File: config.mk
export PLATFORM = sky130hd
export DESIGN_NAME = joy_db15_tx
export DESIGN_NICKNAME = d
export VERILOG_FILES = /design/src/rtl/joy_db15_tx.sv
export SDC_FILE = /design/constraint.sdc
export NUM_CORES = 1
export LEC_CHECK = 0
export ABC_AREA = 1
export BUFFER_PORTS_ARGS = -buffer_cell sky130_fd_sc_hd__buf_2
export CORE_UTILIZATION = 25
export DETAILED_ROUTE_END_ITERATION = 6
export GPL_ROUTABILITY_DRIVEN = 0
export PLACE_DENSITY = 0.52
export SLEW_MARGIN = 5
export SYNTH_ARGS = -nofsm -noshare
export SYNTH_HDL_FRONTEND = slang
export SYNTH_SLANG_ARGS = --single-unit
export TNS_END_PERCENT = 1
File: constraint.sdc
create_clock -name clk -period 1.5 [get_ports clk]
set_input_delay 0.225 -clock clk [delete_from_list [all_inputs] [get_ports clk]]
set_output_delay 0.225 -clock clk [all_outputs]
set_load 0.02 [all_outputs]
File: src/rtl/joy_db15_tx.sv
// Adapter-side DB15 joystick shifter: captures two player words on joy_load and shifts them out on joy_clk.
// Optional macro JOY_DB15_TX_GLITCH_FILTER_EN adds a 3-cycle level filter on the synchronised strobes.
module joy_db15_tx #(
  parameter int   BITS_PER_PLAYER = 16,
  parameter int   SYNC_STAGES     = 2,
  parameter logic FILL_BIT        = 1'b1
) (
  input  logic                       clk,
  input  logic                       reset,
  input  logic [BITS_PER_PLAYER-1:0] joy_1,
  input  logic [BITS_PER_PLAYER-1:0] joy_2,
  input  logic                       joy_load,
  input  logic                       joy_clk,
  output logic                       joy_data,
  output logic                       busy,
  output logic                       frame_done,
  output logic [5:0]                 bit_count
);

  localparam int         W         = 2 * BITS_PER_PLAYER;
  localparam logic [5:0] FRAME_LEN = 6'(W);

  typedef enum logic [1:0] {IDLE, LOAD, SHIFT} state_t;

  state_t           state, state_next;
  logic [W-1:0]     sr, sr_next, load_value;
  logic [5:0]       bit_count_next;
  logic             busy_next, frame_done_next, joy_data_next;
  logic [SYNC_STAGES-1:0] clk_sync, load_sync;
  logic             clk_lvl, load_lvl, clk_d, load_d;
  logic             clk_rise, load_rise;

  always_ff @(posedge clk) begin
    if (reset) begin
      clk_sync  <= '1;
      load_sync <= '1;
    end else begin
      clk_sync  <= {clk_sync[SYNC_STAGES-2:0], joy_clk};
      load_sync <= {load_sync[SYNC_STAGES-2:0], joy_load};
    end
  end

`ifdef JOY_DB15_TX_GLITCH_FILTER_EN
  // A new level is accepted in the third consecutive cycle it is seen, so pulses of 2 cycles never pass.
  logic [1:0] clk_hist, load_hist;
  logic       clk_filt, load_filt;

  always_comb begin
    clk_lvl  = clk_filt;
    load_lvl = load_filt;
    if (clk_sync[SYNC_STAGES-1] == clk_hist[0] && clk_hist[0] == clk_hist[1])
      clk_lvl = clk_sync[SYNC_STAGES-1];
    if (load_sync[SYNC_STAGES-1] == load_hist[0] && load_hist[0] == load_hist[1])
      load_lvl = load_sync[SYNC_STAGES-1];
  end

  always_ff @(posedge clk) begin
    if (reset) begin
      clk_hist  <= '1;
      load_hist <= '1;
      clk_filt  <= 1'b1;
      load_filt <= 1'b1;
    end else begin
      clk_hist  <= {clk_hist[0], clk_sync[SYNC_STAGES-1]};
      load_hist <= {load_hist[0], load_sync[SYNC_STAGES-1]};
      clk_filt  <= clk_lvl;
      load_filt <= load_lvl;
    end
  end
`else
  assign clk_lvl  = clk_sync[SYNC_STAGES-1];
  assign load_lvl = load_sync[SYNC_STAGES-1];
`endif

  assign clk_rise  = clk_lvl & ~clk_d;
  assign load_rise = load_lvl & ~load_d;

  // Player 1 bit 0 lands in the MSB so it is the first bit on the line; buttons are inverted to active-low.
  always_comb begin
    load_value = '0;
    for (int i = 0; i < BITS_PER_PLAYER; i++) begin
      load_value[W-1-i]               = ~joy_1[i];
      load_value[BITS_PER_PLAYER-1-i] = ~joy_2[i];
    end
  end

  always_comb begin
    state_next      = state;
    sr_next         = sr;
    bit_count_next  = bit_count;
    busy_next       = busy;
    frame_done_next = 1'b0;
    joy_data_next   = (state == IDLE) ? FILL_BIT : sr[W-1];
    if (!load_lvl) begin
      state_next     = LOAD;
      sr_next        = load_value;
      bit_count_next = '0;
      busy_next      = 1'b1;
    end else begin
      case (state)
        LOAD: begin
          if (load_rise)
            state_next = SHIFT;
        end
        SHIFT: begin
          if (bit_count == FRAME_LEN) begin
            state_next      = IDLE;
            busy_next       = 1'b0;
            frame_done_next = 1'b1;
          end else if (clk_rise) begin
            sr_next        = {sr[W-2:0], FILL_BIT};
            bit_count_next = bit_count + 6'd1;
          end
        end
        default: ;
      endcase
    end
  end

  always_ff @(posedge clk) begin
    if (reset) begin
      state      <= IDLE;
      sr         <= {W{FILL_BIT}};
      bit_count  <= '0;
      busy       <= 1'b0;
      frame_done <= 1'b0;
      joy_data   <= FILL_BIT;
      clk_d      <= 1'b1;
      load_d     <= 1'b1;
    end else begin
      state      <= state_next;
      sr         <= sr_next;
      bit_count  <= bit_count_next;
      busy       <= busy_next;
      frame_done <= frame_done_next;
      joy_data   <= joy_data_next;
      clk_d      <= clk_lvl;
      load_d     <= load_lvl;
    end
  end

endmodule

[Yosys cells after proc, flatten, opt, wreduce, memory -nomap -nowiden]
Cells that the tools add are included.
W data, S select, Z words.
Word-level totals
  output and inout port bits: 9
  input bits: 36
  flip-flop bits (word level): 49
  word-level logic and storage cells: 85
Cells by class
  reduce and logical (&&, ||, !) cells: 10
  muxes and demuxes: 12
  bitwise logic cells: 39
  add/subtract/negate cells: 1
  eq/ne operators: 12
Operator list (count)
  $mux W32: 4
  $not A1 Y1: 37
  $reduce_and A3 Y1: 4
  $add A6 B1 Y6 const B: 1
  $eq A6 B6 Y1 const B: 1
  $ne A2 B1 Y1 const B: 3
  $ne A2 B2 Y1 const B: 3
  $ne A3 B3 Y1 const B: 2
  $mux W1: 5
  $mux W2: 2
  $pmux W2 S2: 1
  $reduce_or A2 Y1: 2
  $ne A3 B1 Y1 const B: 1
  $reduce_or A3 Y1: 1
  $and A1 B1 Y1: 2
  $eq A2 B1 Y1 const B: 1
  $eq A2 B2 Y1 const B: 1
  $logic_not A2 Y1: 1
  $reduce_and A2 Y1: 1
  $reduce_bool A2 Y1: 1

[Logic depth before layout (Yosys ltp)]
Gate-level depths: netlist of run 1.
  depth in word-level cells: 6
  mapped depth: 10
  mapped depth without buffers: 9

[Least setup slack after synthesis of run 1]
No wires, ideal clock.
  path kind: reg-to-reg
  from: register bit_count[0]
  to: register sr[15]
  stages on the path, launching flop included: 10
  clock period less this slack: 1.523 ns
  setup slack: -0.023 ns
  path buffers: 1
  required time: 1.366 ns
  library setup time: 0.134 ns
  data arrival time: 1.389 ns
  cell sequence: dfxtp_1 > inv_1 > ha_1 > nand2_1 > inv_1 > nand3_4 > nand2_8 > buf_4 > nand3_1 > nand3_1
On the way
  longest elaborated chain between the ends: 3
RTL lines
  from (decl): line 17  | output logic [5:0] bit_count
  from (signal assigned): line 133  | bit_count <= bit_count_next;
  $eq A6 B6 Y1: line 106  | if (bit_count == FRAME_LEN) begin
  $ne A2 B2 Y1 (no source line)
  $reduce_and A3 Y1 (no source line)
  to (signal assigned): line 123  | sr <= {W{FILL_BIT}};
  to (signal assigned): line 132  | sr <= sr_next;
  to (decl): line 26  | logic [W-1:0] sr, sr_next, load_value;
Every way passes these cells.
A chain may end at the register's enable or synchronous reset.

[Worst setup path after layout of run 1]
  from: register bit_count[0]
  to: register sr[27]
Same word-level chain as after synthesis.

==> impl_metrics.csv, run 1 <==
group,metric,value,unit
status,status,"finished clean",
floorplanning,die_h,96.92,µm
placement,placed_area,2581,µm²
floorplanning,core-area,8721,µm²
clocking,root_buffer,"clkbuf_8",
cells_and_area,area_growth,23.22,%
logic_synthesis,seq_area_frac_synth,0.4356,
cells_and_area,final_common_cell,"nand2_1",
floorplanning,ios,45,
cells_and_area,diodes,0,
cells_and_area,num-nets-final,386,
global_routing,grt_overflow,0,
min_path,hold_class,"in2reg",
logic_synthesis,syn_nets,340,
timing,min_period,1416,ps
critical_path,worst_setup_path_start_kind,"flop",
floorplanning,die-area,9393,µm²
critical_path,critical_path.top_delay_family,"buffers and inverters",
critical_path,path_class,"reg2reg",
global_routing,antenna_found_initial,0,
critical_path,r2r_end,"sr[27]",
critical_path,path_cells,"inv_1, ha_1, nand2_1, inv_1, nand3_4, buf_12, nand2_4, buf_4, nand3_1, nand3_1",
logic_synthesis,syn_inst,302,
timing,clock_skew,11.85,ps
cells_and_area,final_cell_mix,"74 x nand2_1, 71 x nand3_1, 47 x dfxtp_1",
logic_synthesis,yosys_register_bits,49,
clocking,clock_tree.buffer_depth,2,
timing,hold_violations,0,
min_path,worstHoldStart,"joy_clk",
drt,wirelength,5310,µm
clocking,cts_sinks,49,
critical_path,crit_fanout,7,
drt,routedWlPerCell,11.62,µm
drt,ant_nets,0,
pwr,p_leak,0.001370,µW
logic_synthesis,ys_warn_count,0,
critical_path,cpPeakStageDelay,330,ps
cells_and_area,final_core_util,0.3182,
critical_path,r2r_setup_slack,80,ps
min_path,holdPathStages,2,
clocking,postCtsHoldBufs,0,
global_routing,track_usage,0.1103,
critical_path,critPathArrivalTime,1590,ps
critical_path,cp.required,1670,ps
pwr,p_per_area,948.1,nW/µm²
clocking,cts_made_buffers,5,
timing,setup_viol,0,
cells_and_area,final_cells,457,
critical_path,r2r-start,"bit_count[0]",
critical_path,rr_worst_depth,10,
timing,finalSetupTns,0,ps
cells_and_area,postLayoutCellArea,2775,µm²
drt,viasPerCell,4.497,
min_path,min_to,"clk_sync[0]",
critical_path,crit_slowest_cell,"dfxtp_2",
clocking,clock_latency,300,ps
timing,timing.hold.ws,108.7,ps
timing,fmax,706.1,MHz
drt,drc,0,
floorplanning,fp-row-count,34,
drt,drt_iter0_markers,161,
global_routing,grt_pass1_vias,1785,
pwr,ir_drop,0.3755,mV
placement,dpl.cell_count,443,
logic_synthesis,syn_area_per_cell,7.457,µm²
logic_synthesis,syn_area,2252,µm²
logic_synthesis,yosys.cell_types.count,20,
placement,detailed_place_hpwl,3400,µm
timing,worstMarginPinSlew,374.5,ps
timing,period_share,0.9442,
clocking,cts_tree,"yes",
flow_run,maxCapViolCount,0,
floorplanning,die_x,96.92,µm
drt,via_count,2055,
floorplanning,start_util,0.2582,
global_routing,grt_pass1_wl,8466,µm
drt,firstDrtPassIters,4,
clocking,cts_max_level,2,
critical_path,path_depth,10,
critical_path,end_kind,"flop",
placement,port_buffers,44,
timing,relSlewSlack,0.7503,
global_routing,grt_start_max_net_pins,56,
clocking,clk_pin_slew,90,ps
cells_and_area,layout-drive-gt1-share,0.2579,
timing,final_max_slew_viol_count,0,
critical_path,path_buf_inv,4,
-- metrics by stage --
stage,power (µW),worst slack [ps]
6_report,2631,83.74
5_1_grt,2770,-9.459
4_1_cts,2670,9.898
3_5_place_dp,1678,18.63
3_3_place_gp,1675,50.36
2_1_floorplan,1596,22.92
-- synth_stat cells (all sizes together) --
cell type	count	area, µm²
a21oi	8	40.04
buf	12	98.84
clkbuf	10	37.54
dfxtp	49	980.9
ha	2	25.02
inv	13	48.80
nand2	86	380.4
nand3	72	372.9
nand4	3	18.77
nor2	9	48.80
o21ai	32	160.2
or2	5	31.28
xor2	1	8.760
-- registers in the layout (all words and copies together), names as in the netlist --
name / cells
sr: 32
bit_count: 6
clk_sync: 2
load_sync: 2
state: 2
busy: 1
clk_d: 1
frame_done: 1
joy_data: 1
load_d: 1
-- logic make-up after synthesis --
kind of cell	count (synthesis)	share of synthesized area
buf+inv	35	0.08222
simple gates	175	0.3783
xor+xnor	1	0.003890
flops	49	0.4356
compound gates	40	0.08889
fa+ha+maj	2	0.01111
-- per-layer routing --
| layer | share of wire | vias to the layer above | track usage |
|---|---|---|---|
| li1 | - | 1089 | - |
| met1 | 0.52 | 921 | 0.1606 |
| met2 | 0.43 | 39 | 0.1582 |
| met3 | 0.040 | 6 | 0.02962 |
| met4 | 0.011 | 0 | 0.03100 |
| met5 | 0 | - | 0 |
-- timing repair --
| action | in CTS | in global routing |
|---|---|---|
| buffers inserted | 0 | 4 |
| resized for setup | 0 | 2 |
| endpoints found under the setup margin | 0 | 32 |
-- worst max-delay path by stage --
stage            startpoint  endpoint  slack, ps
3_3_place_gp   bit_count[0]    sr[20]         50
2_1_floorplan  bit_count[1]    sr[15]         20
4_1_cts        bit_count[0]    sr[24]         10
3_5_place_dp   bit_count[0]    sr[24]         20
5_1_grt        bit_count[0]    sr[27]         -9
6_report       bit_count[0]    sr[27]         80
-- cell type report --
cell class              instances  area [µm²]
inverters                      13       48.80
flip-flops and latches         49       983.4
fillers                       936        5946
repair buffers                 59       374.1
clock inverters                 1       30.03
multi-input cells             220        1117
clock buffers                   7       86.33
well taps                     108       135.1
-- report_power, final --
part	total, µW	internal, µW	switching (µW)	leakage (µW)
clock network	983	544	439	0.0000585
registers	1380	1350	30.0	0.000401
logic	264	119	144	0.000910
total	2630	2020	613	0.00137
(Power assumes the default switching activity.)
==> run 2, diff against run 1 <==
--- a/config.mk
+++ b/config.mk
@@ -7,11 +7,10 @@
 export LEC_CHECK = 0
 export ABC_AREA = 1
 export BUFFER_PORTS_ARGS = -buffer_cell sky130_fd_sc_hd__buf_2
-export CORE_UTILIZATION = 25
+export CORE_UTILIZATION = 54
 export DETAILED_ROUTE_END_ITERATION = 6
 export GPL_ROUTABILITY_DRIVEN = 0
-export PLACE_DENSITY = 0.52
-export SLEW_MARGIN = 5
+export PLACE_DENSITY = 0.88
 export SYNTH_ARGS = -nofsm -noshare
 export SYNTH_HDL_FRONTEND = slang
 export SYNTH_SLANG_ARGS = --single-unit
==> run 2 against run 1 <==
  * The run now ends with design-rule violations left
  * Largest power group unchanged
  * Clock power up 14%
  * Sequential power about the same
  * Core utilization up 35 points
  * Critical path type unchanged
  * Routed wire length down 4.5%
  * Non-clock buffer count unchanged
  * Register-to-register slack worse by 80 ps
  * Clock skew up 1.0 ps
  * Global-route usage up 12 points
  * Die area down 53%
  * Worst setup slack worse by 83 ps
==> impl_metrics.csv, run 2 (synthesis gave the netlist of run 1 again) <==
group,metric,value,unit
status,status,"complete, but fails checks",
status,violations,"design-rule violations",
floorplanning,die-area,4433,µm²
cells_and_area,reg_top3,"sr (32), bit_count (6)",
drt,drt_iter0_markers,180,
floorplanning,ios,45,
cells_and_area,diodes,0,
cells_and_area,largest_register_ffs,32,
clocking,postCtsHoldBufs,0,
cells_and_area,postLayoutCellArea,2683,µm²
drt,firstDrtPassIters,6,
cells_and_area,final_cell_mix,"74 x nand2_1, 71 x nand3_1, 47 x dfxtp_1",
timing,clock_skew,12.90,ps
timing,relSlewSlack,0.7806,
global_routing,grt_pass1_wl,7838,µm
placement,dpl.cell_count,385,
critical_path,cp.required,1680,ps
critical_path,r2r_setup_slack,1,ps
clocking,clock_tree.buffer_depth,2,
floorplanning,die_h,66.58,µm
floorplanning,start_util,0.5630,
timing,worstMarginPinSlew,329.2,ps
cells_and_area,final_cells,398,
timing,period_share,0.9993,
pwr,ir_drop,0.5622,mV
timing,final_max_slew_viol_count,0,
critical_path,worst_setup_path_start_kind,"flop",
drt,wirelength,5071,µm
timing,timing.hold.ws,110.2,ps
min_path,hold_class,"in2reg",
placement,placed_area,2496,µm²
cells_and_area,final_common_cell,"nand2_1",
global_routing,track_usage,0.2326,
cells_and_area,final_core_util,0.6706,
timing,setup_viol,0,
floorplanning,core-area,4000,µm²
cells_and_area,num-nets-final,385,
clocking,root_buffer,"clkbuf_8",
timing,setup_slack,1.046,ps
global_routing,grt_overflow,0,
clocking,cts_max_level,2,
cells_and_area,top_register,"sr",
drt,drc,2,
drt,via_count,2117,
critical_path,crit_fanout,16,
pwr,p_per_area,1034,nW/µm²
critical_path,critPathArrivalTime,1680,ps
clocking,clock_latency,310,ps
clocking,cts_made_buffers,5,
global_routing,grt_pass1_vias,1866,
pwr,p_leak,0.001364,µW
cells_and_area,area_growth,19.11,%
flow_run,maxCapViolCount,0,
drt,viasPerCell,5.319,
drt,routedWlPerCell,12.74,µm
clocking,cts_tree,"yes",
clocking,cts_sinks,49,
global_routing,antenna_found_initial,0,
critical_path,end_kind,"flop",
floorplanning,fp-row-count,23,
cells_and_area,layout-drive-gt1-share,0.2615,
floorplanning,die_x,66.58,µm
critical_path,path_class,"reg2reg",
placement,detailed_place_hpwl,3213,µm
drt,ant_nets,0,
placement,port_buffers,44,
timing,min_period,1499,ps
global_routing,grt_start_max_net_pins,53,
placement,pre_cts_slack,44.94,ps
timing,hold_violations,0,
timing,fmax,667.1,MHz
clocking,clk_pin_slew,100,ps
==> run 2: path summary, 6_finish.rpt <==
path	startpoint	endpoint	cells after the start
worst max-delay path	bit_count[0]	sr[15]	9
worst min-delay path	joy_load	load_sync[0]	2
worst max register to register	bit_count[0]	sr[15]	9
worst min register to register	load_sync[0]	load_sync[1]	1
==> run 2: where the power goes <==
group          leakage [µW]  internal [µW]  switching, µW
clock             0.0000681            663            458
combinational      0.000894            117            150
sequential         0.000401           1350           31.3
total               0.00136           2130            640
==> run 2: final cells by class <==
class / instances / area [µm²]
inverters: 13 / 48.80
clock inverters: 3 / 65.06
repair buffers: 59 / 356.6
fillers: 310 / 1318
multi-input cells: 219 / 1097
clock buffers: 5 / 68.82
flip-flops and latches: 49 / 983.4
well taps: 50 / 62.56
==> run 2: metal layers <==
| metal | vias up | track usage | part of all wire |
|---|---|---|---|
| li1 | 1085 | - | - |
| met1 | 960 | 0.2719 | 0.44 |
| met2 | 66 | 0.4040 | 0.50 |
| met3 | 6 | 0.05651 | 0.051 |
| met4 | 0 | 0.09043 | 0.012 |
| met5 | - | 0 | 0 |
==> run 2: timing repair <==
| item | in CTS | in global routing |
|---|---|---|
| setup buffers | 0 | 4 |
| hold endpoints to repair | 0 | 0 |
| endpoints found under the setup margin | 0 | 37 |
| resized for setup | 0 | 4 |
==> run 2: critical path, stage by stage (launching register included) <==
cell	delay (ps)
dfxtp_2	330
inv_1	60
ha_1	140
nand2_1	70
inv_2	80
nand3_4	120
nand2_8	160
nand2_4	170
nand2_1	130
nand3_1	110
==> run 2: stage by stage <==
stage / setup TNS, ps / power [µW]
3_5_place_dp: 0 / 1674
5_1_grt: -74.78 / 2873
2_1_floorplan: 0 / 1596
6_report: 0 / 2774
4_1_cts: 0 / 2769
3_3_place_gp: 0 / 1662
==> run 3, diff against run 2 <==
==> constraint.sdc (replaced) <==
create_clock -name clk -period 1.5 [get_ports clk]
set_input_delay 0.375 -clock clk [delete_from_list [all_inputs] [get_ports clk]]
set_output_delay 0.375 -clock clk [all_outputs]
set_load 0.02 [all_outputs]
==> run 3 against run 2 <==
  * The flow still finishes with violations (design-rule violations)
  * Sequential share of layout area grew 0.89 points
  * Global-route usage shrank 1.1 points
  * Count of clock-buffer cells in the layout is the same
  * Combinational power shrank 1%
==> impl_metrics.csv, run 3 (synthesis gave the netlist of run 1 again) <==
group,metric,value,unit
status,status,"complete, but fails checks",
status,violations,"design-rule violations",
clocking,clock_tree.buffer_depth,2,
cells_and_area,reg_top3,"sr (32), bit_count (6)",
drt,drc,2,
timing,rsz0062_at_grt,"true",
timing,min_period,1477,ps
clocking,cts_tree,"yes",
placement,placed_area,2509,µm²
drt,routedWlPerCell,11.63,µm
clocking,cts_made_buffers,5,
cells_and_area,postLayoutCellArea,2619,µm²
global_routing,antenna_found_initial,0,
clocking,postCtsSetupRepairBufs,0,
min_path,hold_class,"in2reg",
clocking,root_buffer,"clkbuf_8",
global_routing,grt_pass1_vias,1727,
pwr,ir_drop,0.5978,mV
critical_path,path_class,"reg2reg",
cells_and_area,final_common_cell,"nand2_1",
pwr,p_per_area,927.8,nW/µm²
critical_path,crit_fanout,16,
timing,clock_skew,12.22,ps
cells_and_area,area_growth,16.28,%
drt,via_count,2078,
pwr,p_leak,0.001320,µW
critical_path,r2r_setup_slack,20,ps
cells_and_area,largest_register_ffs,32,
critical_path,worst_setup_path_start_kind,"flop",
floorplanning,ios,45,
timing,period_share,0.9844,
critical_path,critPathArrivalTime,1670,ps
placement,port_buffers,44,
cells_and_area,num-nets-final,381,
cells_and_area,final_cell_mix,"74 x nand2_1, 71 x nand3_1, 47 x dfxtp_1",
timing,final_max_slew_viol_count,0,
timing,hold_violations,0,
global_routing,track_usage,0.2213,
timing,relSlewSlack,0.8101,
floorplanning,fp-row-count,23,
cells_and_area,diodes,0,
cells_and_area,layout-drive-gt1-share,0.2500,
drt,drt_iter0_markers,204,
drt,wirelength,4581,µm
drt,ant_nets,0,
critical_path,end_kind,"flop",
timing,setup_slack,23.45,ps
floorplanning,die-area,4433,µm²
timing,worstMarginPinSlew,281.9,ps
cells_and_area,nFillCells,334,
drt,viasPerCell,5.274,
floorplanning,start_util,0.5630,
drt,firstDrtPassIters,6,
global_routing,grt_start_max_net_pins,53,
clocking,cts_sinks,49,
clocking,postCtsHoldBufs,0,
floorplanning,die_x,66.58,µm
cells_and_area,top_register,"sr",
floorplanning,core-area,4000,µm²
clocking,clk_pin_slew,90,ps
clocking,clock_latency,300,ps
flow_run,maxCapViolCount,0,
placement,pre_cts_slack,22.39,ps
timing,setup_viol,0,
placement,detailed_place_hpwl,3107,µm
global_routing,grt_pass1_wl,7445,µm
critical_path,cp.required,1690,ps
clocking,cts-resized-gates,0,
clocking,cts_max_level,2,
global_routing,grt_overflow,0,
floorplanning,die_h,66.58,µm
timing,fmax,677.3,MHz
## run 3: metrics by stage
| step | hold WS, ps | utilization | setup TNS (ps) | power (µW) | instances |
|---|---|---|---|---|---|
| after floorplan | 389.5 | - | 0 | 1596 | 302 |
| after global placement | 390.8 | 0.6272 | 0 | 1667 | 385 |
| after detailed placement | 396.5 | 0.6272 | 0 | 1676 | 385 |
| after CTS | 250.1 | 0.6500 | 0 | 2449 | 393 |
| after global routing | 258.0 | 0.6547 | -910.3 | 2536 | 394 |
| final | 258.2 | 0.6547 | 0 | 2430 | 394 |
## run 3: layout make-up
cell class                      instances  area, µm²  area share
Clock buffer                            5      68.82     0.02628
Clock inverter                          3      22.52    0.008600
Inverter                               13      48.80     0.01863
Multi-Input combinational cell        219       1097      0.4190
Sequential cell                        49      983.4      0.3755
Tap cell                               50      62.56     0.02389
Timing Repair Buffer                   55      335.3      0.1280
## run 3: metal layers
metal / wire length [µm] / share of wire / track usage
met1: 2090 / 0.46 / 0.2779
met2: 2208 / 0.48 / 0.3586
met3: 214 / 0.047 / 0.04281
met4: 67 / 0.015 / 0.1090
met5: 0 / 0 / 0
## run 3: worst paths after layout
| path | from | endpoint | cells past startpoint |
|---|---|---|---|
| worst max-delay path | bit_count[0] | sr[24] | 9 |
| worst min-delay path | joy_clk | clk_sync[0] | 2 |
| worst max register to register | bit_count[0] | sr[24] | 9 |
| worst min register to register | load_sync[0] | load_sync[1] | 1 |
## run 3: power by group
part	leakage [µW]	total (µW)	internal, µW	switching (µW)
clock network	0.0000364	781	328	454
logic	0.000882	264	121	143
registers	0.000401	1380	1350	30.1
total	0.00132	2430	1800	627
## run 3: critical path: stages (launching register included)
cell and delay, ps:
dfxtp_2 330, inv_1 80, ha_1 150, nand2_1 50, inv_1 100, nand3_4 140, nand2_8 160, nand2_4 180
nand2_1 110, nand3_1 60
